--- src/rtl/sound_pkg.sv ---
// sound_pkg
// Shared definitions for the sound mixer and its delta-sigma DAC:
//   clog2        constant ceil(log2) used to size counters and the mix bus
//   VOL_*        per-channel attenuation codes (2-bit volume register)
//   mix_state_t  states of the sequential mix sweep
package sound_pkg;

    localparam logic [1:0] VOL_X1   = 2'd0;
    localparam logic [1:0] VOL_HALF = 2'd1;
    localparam logic [1:0] VOL_QTR  = 2'd2;
    localparam logic [1:0] VOL_MUTE = 2'd3;

    typedef enum logic [1:0] {
        IDLE = 2'd0,
        SUM  = 2'd1,
        LOAD = 2'd2
    } mix_state_t;

    // Number of bits needed to hold values 0..value-1 (0 for value <= 1).
    function automatic int clog2(input int value);
        int bits;
        int rest;
        bits = 0;
        rest = value - 1;
        while (rest > 0) begin
            bits = bits + 1;
            rest = rest >> 1;
        end
        return bits;
    endfunction

endpackage

--- src/rtl/sound_mixer_dsm_dsm1.sv ---
// dsm1
// First-order delta-sigma modulator: accumulator plus registered carry.
// Over 2**MW cycles with a constant level the output carries exactly
// `level` ones. The accumulator keeps its residue across level changes.
// Ports:
//   fclk     in   system clock
//   rst_n    in   synchronous reset, active low
//   level    in   MW-bit density to reproduce
//   dac_bit  out  registered carry, one bit per cycle
module dsm1 #(
    parameter int MW = 10
) (
    input  logic          fclk,
    input  logic          rst_n,
    input  logic [MW-1:0] level,
    output logic          dac_bit
);

    logic [MW-1:0] acc;
    logic [MW:0]   total;

    assign total = {1'b0, acc} + {1'b0, level};

    always_ff @(posedge fclk) begin
        if (!rst_n) begin
            acc     <= '0;
            dac_bit <= 1'b0;
        end else begin
            acc     <= total[MW-1:0];
            dac_bit <= total[MW];
        end
    end

endmodule

--- src/rtl/sound_mixer_dsm.sv ---
// sound_mixer_dsm
// Beeper/tape-out bit plus NCH covox-style sample channels written from the
// Z80 bus, attenuated per channel, summed by a sequential sweep once every
// MIX_DIV cycles, and played through a first-order delta-sigma DAC.
// Ports:
//   fclk        in   system clock
//   rst_n       in   synchronous reset, active low
//   din         in   Z80 data bus
//   beeper_wr   in   strobe: latch beeper bit (din[4], or din[3] when beeper_mux)
//   beeper_mux  in   beeper bit source select, sampled with beeper_wr
//   covox_wr    in   per-channel strobe: sample[i] <= din[SW-1:0]
//   vol_wr      in   per-channel strobe: vol[i] <= din[1:0]
//   sound_bit   out  delta-sigma bitstream to the beep pin
//   mix_dbg     out  currently held mix value
//
// Mix sweep states:
//   state | meaning
//   IDLE  | waiting for the mix tick
//   SUM   | adding attenuated sample[ch], one channel per cycle
//   LOAD  | publishing the finished sum on mix_dbg
module sound_mixer_dsm
    import sound_pkg::*;
#(
    parameter  int NCH        = 2,
    parameter  int SW         = 8,
    parameter  int BEEP_LEVEL = 255,
    parameter  int MIX_DIV    = 64,
    localparam int MW         = clog2(NCH * (2**SW - 1) + BEEP_LEVEL + 1)
) (
    input  logic           fclk,
    input  logic           rst_n,
    input  logic [7:0]     din,
    input  logic           beeper_wr,
    input  logic           beeper_mux,
    input  logic [NCH-1:0] covox_wr,
    input  logic [NCH-1:0] vol_wr,
    output logic           sound_bit,
    output logic [MW-1:0]  mix_dbg
);

    localparam int CW  = clog2(MIX_DIV);
    localparam int CHW = (NCH > 1) ? clog2(NCH) : 1;

    if (NCH < 1 || NCH > 8) begin : g_nch_chk
        $error("sound_mixer_dsm: NCH must be in 1..8");
    end
    if (SW > 8) begin : g_sw_chk
        $error("sound_mixer_dsm: SW must be <= 8");
    end
    if (BEEP_LEVEL >= 2**SW) begin : g_beep_chk
        $error("sound_mixer_dsm: BEEP_LEVEL must be < 2**SW");
    end
    if (MIX_DIV < NCH + 2) begin : g_div_chk
        $error("sound_mixer_dsm: MIX_DIV must be >= NCH+2");
    end

    logic [SW-1:0] sample [NCH];
    logic [1:0]    vol    [NCH];
    logic          beep;

    logic [CW-1:0] tick_cnt;
    logic          tick;

    mix_state_t    state, state_nxt;
    logic [MW-1:0] sum, sum_nxt;
    logic [CHW-1:0] ch, ch_nxt;
    logic [MW-1:0] mix_nxt;
    logic [SW-1:0] att;

    // Register file: every strobe in a cycle applies, each from din.
    always_ff @(posedge fclk) begin
        if (!rst_n) begin
            beep <= 1'b0;
            for (int i = 0; i < NCH; i++) begin
                sample[i] <= '0;
                vol[i]    <= VOL_X1;
            end
        end else begin
            if (beeper_wr) begin
                beep <= beeper_mux ? din[3] : din[4];
            end
            for (int i = 0; i < NCH; i++) begin
                if (covox_wr[i]) begin
                    sample[i] <= din[SW-1:0];
                end
                if (vol_wr[i]) begin
                    vol[i] <= din[1:0];
                end
            end
        end
    end

    assign tick = (tick_cnt == CW'(MIX_DIV - 1));

    always_ff @(posedge fclk) begin
        if (!rst_n) begin
            tick_cnt <= '0;
        end else if (tick) begin
            tick_cnt <= '0;
        end else begin
            tick_cnt <= tick_cnt + 1'b1;
        end
    end

    // Attenuator reads the live sample, so a write landing mid-sweep is
    // picked up only if the sweep has not yet reached that channel.
    always_comb begin
        att = '0;
        case (vol[ch])
            VOL_X1:   att = sample[ch];
            VOL_HALF: att = sample[ch] >> 1;
            VOL_QTR:  att = sample[ch] >> 2;
            default:  att = '0;
        endcase
    end

    always_ff @(posedge fclk) begin
        if (!rst_n) begin
            state   <= IDLE;
            sum     <= '0;
            ch      <= '0;
            mix_dbg <= '0;
        end else begin
            state   <= state_nxt;
            sum     <= sum_nxt;
            ch      <= ch_nxt;
            mix_dbg <= mix_nxt;
        end
    end

    always_comb begin
        state_nxt = state;
        sum_nxt   = sum;
        ch_nxt    = ch;
        mix_nxt   = mix_dbg;
        case (state)
            IDLE: begin
                if (tick) begin
                    state_nxt = SUM;
                    sum_nxt   = beep ? MW'(BEEP_LEVEL) : '0;
                    ch_nxt    = '0;
                end
            end
            SUM: begin
                sum_nxt = sum + MW'(att);
                if (ch == CHW'(NCH - 1)) begin
                    state_nxt = LOAD;
                end else begin
                    ch_nxt = ch + 1'b1;
                end
            end
            LOAD: begin
                mix_nxt   = sum;
                state_nxt = IDLE;
            end
            default: state_nxt = IDLE;
        endcase
    end

    dsm1 #(.MW(MW)) u_dsm (
        .fclk    (fclk),
        .rst_n   (rst_n),
        .level   (mix_dbg),
        .dac_bit (sound_bit)
    );

endmodule

--- config.mk ---
export PLATFORM = sky130hd
export DESIGN_NAME = sound_mixer_dsm
export DESIGN_NICKNAME = d
export VERILOG_FILES = /design/src/rtl/sound_pkg.sv /design/src/rtl/sound_mixer_dsm_dsm1.sv /design/src/rtl/sound_mixer_dsm.sv
export SDC_FILE = /design/constraint.sdc
export NUM_CORES = 1
export LEC_CHECK = 0
export CAP_MARGIN = 30
export CORE_AREA = 2 2 85 87
export CTS_CLUSTER_DIAMETER = 60
export DETAILED_ROUTE_END_ITERATION = 7
export DIE_AREA = 0 0 87 89
export GPL_TIMING_DRIVEN = 0
export MAX_ROUTING_LAYER = met4
export PLACE_DENSITY_LB_ADDON = 0.12
export SLEW_MARGIN = 25
export SYNTH_ARGS = -nofsm -noshare
export SYNTH_HDL_FRONTEND = slang
export SYNTH_HIERARCHICAL = 1
export SYNTH_SLANG_ARGS = --single-unit
export TNS_END_PERCENT = 5
--- constraint.sdc ---
create_clock -name fclk -period 3.7 [get_ports fclk]
set_input_delay 0.74 -clock fclk [delete_from_list [all_inputs] [get_ports fclk]]
set_output_delay 0.74 -clock fclk [all_outputs]
set_load 0.02 [all_outputs]
==> metrics, run 1 <==
Seq/Total Area, Yosys 44.51%; via count 2590; drt pass-1 iters 6; crit end category flip-flop; Initial Utilization 48.19%; Synth-to-Final Area Change 17.93%; Inst Count DP 446; status finished clean; share of cells above drive strength 1 10.73%; Final Slew Violations 0; YS warnings 6; synthesized area per cell 9.524 um^2; Post-synth EDFFs 20; clk buf depth 2; DIE AREA 0.007743 mm^2; CP peak stage delay 0.47 ns; peak supply drop 0.0002294 V; top_reg_cell synth dfxtp_1; row count 30; ys async rst share 0%; Total Nets Final 414; Finished Layout Cells 462; Finish-stage setup viols 0; Core Footprint 0.006719 mm^2; vias in the first global route 2468; CTS resizes 0; clk_skew 0.007705 ns; largest net degree at the start of global routing 16; startpoint types flip-flop; Yosys top cell area share 25.97%; hold_ws 0.4492 ns; synthesized area 0.003238 mm^2; Die Y 89 um; #FFs+latches synth 62; top-count cell post-synth nand2_1; Worst EP arrival 3.26 ns; drt total wl 6864 um; Yosys top cell by area dfxtp_1; DRC 0; grt ovf 0; worst path required time 3.98 ns; antenna violations before repair 0; Fmax 335.6 MHz; flop2flop setup slack 0.72 ns; Yosys cell types 48; Root Driver clkbuf_8; hold_sp tick_cnt[0]$_SDFF_PP0_; Overall Global Routing Usage 19.82%; Net Count, Synth 377; antenna violation net count after detailed routing 0; Final Util 56.83%; GPL Wtd Cong 0.8835; ranking of synthesized cells by area dfxtp_1 (26%), edfxtp_1 (19%), ha_1 (7.3%); Crit Path Max Fanout 10; fin crit share 80.52%; clock sinks 62; total power 1.519 mW; CTS tree built; Worst-path clk slew 0.07 ns; RSZ-0062 raised after global routing false; PwrDens 397.8 mW/mm^2; Tmin final 2.979 ns; Diodes inserted 0; Buffers on Ports 26; Leakage Power 1.470 nW; Max stage delay cell, worst path fa_1; htree depth 3; commonest cells in the netlist nand2_1 (51), dfxtp_1 (42), a21oi_1 (27); Vias per Instance 5.606; worst skew pair latency 0.34 ns; Die Width 87 um; dpl hpwl 5170 um; Slew headroom 58.83%; Iter 0 DRT Violations 194; first-pass GRT wire length 11410 um; cts-stage hold buffer count 0; kind of critical path reg -> reg; Num CTS Buffers 9; MaxCap Viol Count 0; Hold Path Class reg -> reg; I/O pins 27; Fin. Hold Viols 0; DR WL/cell 14.86 um; CP Cell Sequence buf_4, mux2i_1, buf_4, o21ai_0, fa_1, a21o_2, a221oi_2, o21ai_0, nand2_1, mux2i_1; Setup Buffers After CTS 0; Mapped Cells 340; setup TNS 0 ns; Worst Tran Pin Value 0.6156 ns
[final cells by class]
type                            count  area (um^2)
Multi-Input combinational cell    261         1700
Sequential cell                    62         1441
Timing Repair Buffer               26        260.3
Fill cell                         603         2900
Clock inverter                      7        96.34
Inverter                           10        37.54
Buffer                              7        58.81
Tap cell                           80        100.1
Clock buffer                        9        123.9
[through the flow]
step                      setup WS [ns]  area (um^2)
after floorplan                   1.155         3238
after global placement           0.8015         3598
after detailed placement         0.7806         3598
after CTS                        0.7439         3819
after global routing             0.5368         3819
final                            0.7207         3819
[layer usage]
layer	routed length (um)	vias up	global-route usage, %	part of all wire, %
li1	-	1303	-	-
met1	3256	1220	24.88	47
met2	3270	61	31.09	48
met3	263	6	5.725	3.8
met4	73	0	5.966	1.1
met5	0	-	-	0
[cells in the final DEF, fill, tap and decap left out, types with 5 or more instances in the layout]
cell type,n
o21ai_0,18
and2_1,8
mux2i_1,9
mux2_2,7
xnor2_1,5
inv_1,8
nand2b_1,7
nor2_1,22
clkbuf_8,10
edfxtp_1,20
nor3_1,11
nand3_1,11
clkdlybuf4s50_1,26
xor2_1,7
ha_1,19
a21oi_1,27
nand2_1,51
dfxtp_1,42
[cells by family after synthesis]
kind of cell    synth area share (%)
fa+ha+maj                      8.578
mux                            5.217
simple gates                   18.01
compound gates                 17.47
buf+inv                        2.975
flops                          44.51
xor+xnor                       3.246
[path summary, 6_finish.rpt]
check                            to  cells after the start
min          tick_cnt[0]$_SDFF_PP0_                      1
max             sum[8]$_SDFFE_PN0P_                     10
min reg2reg  tick_cnt[0]$_SDFF_PP0_                      1
max reg2reg     sum[8]$_SDFFE_PN0P_                     10
[where the power goes]
part	leakage [nW]	internal [mW]	switching (mW)	total [mW]
Clock	0.103	0.380	0.276	0.656
Combinational	0.814	0.0544	0.0710	0.125
Sequential	0.552	0.728	0.0102	0.738
[registers in the layout, summed over array words and instances (netlist names), named ones only]
name,flops
state,2
vol,4
beep,1
mix_dbg,10
u_dsm/dac_bit,1
ch,1
tick_cnt,6
sum,10
u_dsm/acc,10
sample,16
[critical path: cells and delay by family (launching register included)]
| family | cells | cell delay, ns |
|---|---|---|
| buffers and inverters | 2 | 0.47 |
| multiplexers | 2 | 0.63 |
| AND/OR/NAND/NOR | 1 | 0.11 |
| adder cells (fa/ha/maj) | 1 | 0.47 |
| flip-flops | 1 | 0.37 |
| AO/OA/AOI/OAI | 4 | 0.88 |
(Power assumes the default switching activity.)
==> run 2, diff against run 1 <==
==> constraint.sdc (replaced) <==
create_clock -name fclk -period 2.6 [get_ports fclk]
set_input_delay 0.52 -clock fclk [delete_from_list [all_inputs] [get_ports fclk]]
set_output_delay 0.52 -clock fclk [all_outputs]
set_load 0.02 [all_outputs]
==> run 2 against run 1 <==
Against the previous run: the flow now finishes with violations (negative setup slack); non-clock buffer count grew 18; die area is the same; setup slack lost 0.75 ns; highest routed layer unchanged; clock skew is essentially flat; core utilization up 5.5 points; clock-buffer cell count is the same.
==> metrics, run 2 (synthesized netlist as in run 1, its figures left out) <==
DR WL/cell 15.61 um (+5.1%); crit end category flip-flop; max reg flops 16 (unchanged); Overall Global Routing Usage 20.06% (+0.24 points); Top reg by flops sample; Fin. Hold Viols 0 (unchanged); worst path required time 2.87 ns (-1.11 ns); Crit Path Max Fanout 4 (-6); Hold Path Class reg -> reg; setup ws final -0.02530 ns (-0.7459 ns); Synth-to-Final Area Change 29.44%; status finished, violations left; failing checks negative setup slack; worst skew pair latency 0.34 ns (about the same); GPL Wtd Cong 0.8835 (unchanged); antenna violations before repair 0 (unchanged); CTS tree built; commonest cells after routing, fill and taps aside nand2_1 (51), dfxtp_1 (41), clkdlybuf4s50_1 (26); Slew headroom 58.78% (about the same); pre-CTS setup slack -0.3194 ns (-1.100 ns); Core Footprint 0.006719 mm^2 (unchanged); Fmax 380.9 MHz (+13%); cts-stage hold buffer count 0 (unchanged); Die Width 87 um (unchanged); Finish-stage setup viols 1 (+1); dpl hpwl 5170 um (unchanged); peak supply drop 0.0003267 V (+42%); antenna violation net count after detailed routing 0 (unchanged); most common cell after layout, fill and taps aside nand2_1; setup TNS -0.02530 ns (-0.02530 ns); vias in the first global route 2502 (+1.4%); DRC 0 (unchanged); Die Y 89 um (unchanged); I/O pins 27 (unchanged); htree depth 3 (unchanged); fin crit share 101.0% (+20 points); Finished Layout Cells 480 (+3.9%); clk_skew 0.007517 ns (-0.0001873 ns); clk buf depth 2 (unchanged); drt pass-1 iters 4 (-2); total power 2.258 mW (+49%); Root Driver clkbuf_8; Num CTS Buffers 9 (unchanged); kind of critical path reg -> reg; Iter 0 DRT Violations 215 (+11%); drt total wl 7495 um (+9.2%); Worst EP arrival 2.90 ns (-0.36 ns); PwrDens 538.7 mW/mm^2 (+35%); RSZ-0062 raised after global routing true; Tmin final 2.625 ns (-0.3541 ns); row count 30 (unchanged); MaxCap Viol Count 0 (unchanged); share of cells above drive strength 1 20.00% (+9.3 points); Total Nets Final 432 (+4.3%); Diodes inserted 0 (unchanged); Worst Tran Pin Value 0.6163 ns (+0.0007246 ns); startpoint types flip-flop; Buffers on Ports 26 (unchanged); grt ovf 0 (unchanged); Inst Count DP 446 (unchanged); largest net degree at the start of global routing 16 (unchanged); first-pass GRT wire length 11560 um (+1.3%); clock sinks 62 (unchanged); DIE AREA 0.007743 mm^2 (unchanged); Initial Utilization 48.19% (unchanged); Leakage Power 1.590 nW (+8.1%); via count 2720 (+5.0%); Final Slew Violations 0 (unchanged); Vias per Instance 5.667 (+1.1%); Worst-path clk slew 0.07 ns (about the same)
[run 2: layout make-up]
class	count	area [um^2]
timing repair buffer	44	404.1
fill	570	2527
inverter	10	37.54
clock inverter	7	96.34
tap	80	100.1
sequential	62	1445
buffer	7	66.31
clock buffer	9	123.9
multi-input combinational	261	1918
[run 2: power breakdown]
part,switching (mW),internal [mW]
sequential,0.0202,1.04
clock,0.392,0.541
combinational,0.139,0.132
total,0.551,1.71
[run 2: timing repair]
item	CTS	global route
endpoints found under the setup margin	6	6
gates resized for setup	11	39
pin swaps	6	20
cloned	1	1
setup buffers	8	8
[run 2: path summary, 6_finish.rpt]
check                               from                     end  slack (ns)  cells after the start
hold / removal    tick_cnt[0]$_SDFF_PP0_  tick_cnt[0]$_SDFF_PP0_        0.45                      1
setup reg to reg               flip-flop     sum[9]$_SDFFE_PN0P_       -0.03                     12
hold reg to reg   tick_cnt[0]$_SDFF_PP0_  tick_cnt[0]$_SDFF_PP0_        0.45                      1
setup / recovery               flip-flop     sum[9]$_SDFFE_PN0P_       -0.03                     12
[run 2: metal layers]
layer,global-route usage [%],vias to the layer above,wire [um]
li1,-,1343,-
met1,25.17,1294,3402
met2,31.23,79,3690
met3,5.817,4,343
met4,6.534,0,58
met5,-,-,0
[run 2: through the flow]
step                      utilization, %  hold WS [ns]  area (um^2)
after floorplan                        -        0.4175         3238
after global placement             53.56        0.4307         3598
after detailed placement           53.56        0.4455         3598
after CTS                          58.36        0.4523         3921
after global routing               62.38        0.4678         4192
final                              62.38        0.4492         4192
[run 2: critical path, stage by stage (launching register included)]
cell	delay [ns]
dfxtp_4	0.39
buf_6	0.13
buf_4	0.12
mux2i_4	0.27
o21ai_0	0.13
nand2_1	0.11
o21ai_0	0.14
ha_1	0.39
nand2_1	0.11
a21oi_2	0.19
o2111ai_2	0.17
a21oi_2	0.21
mux2i_1	0.19
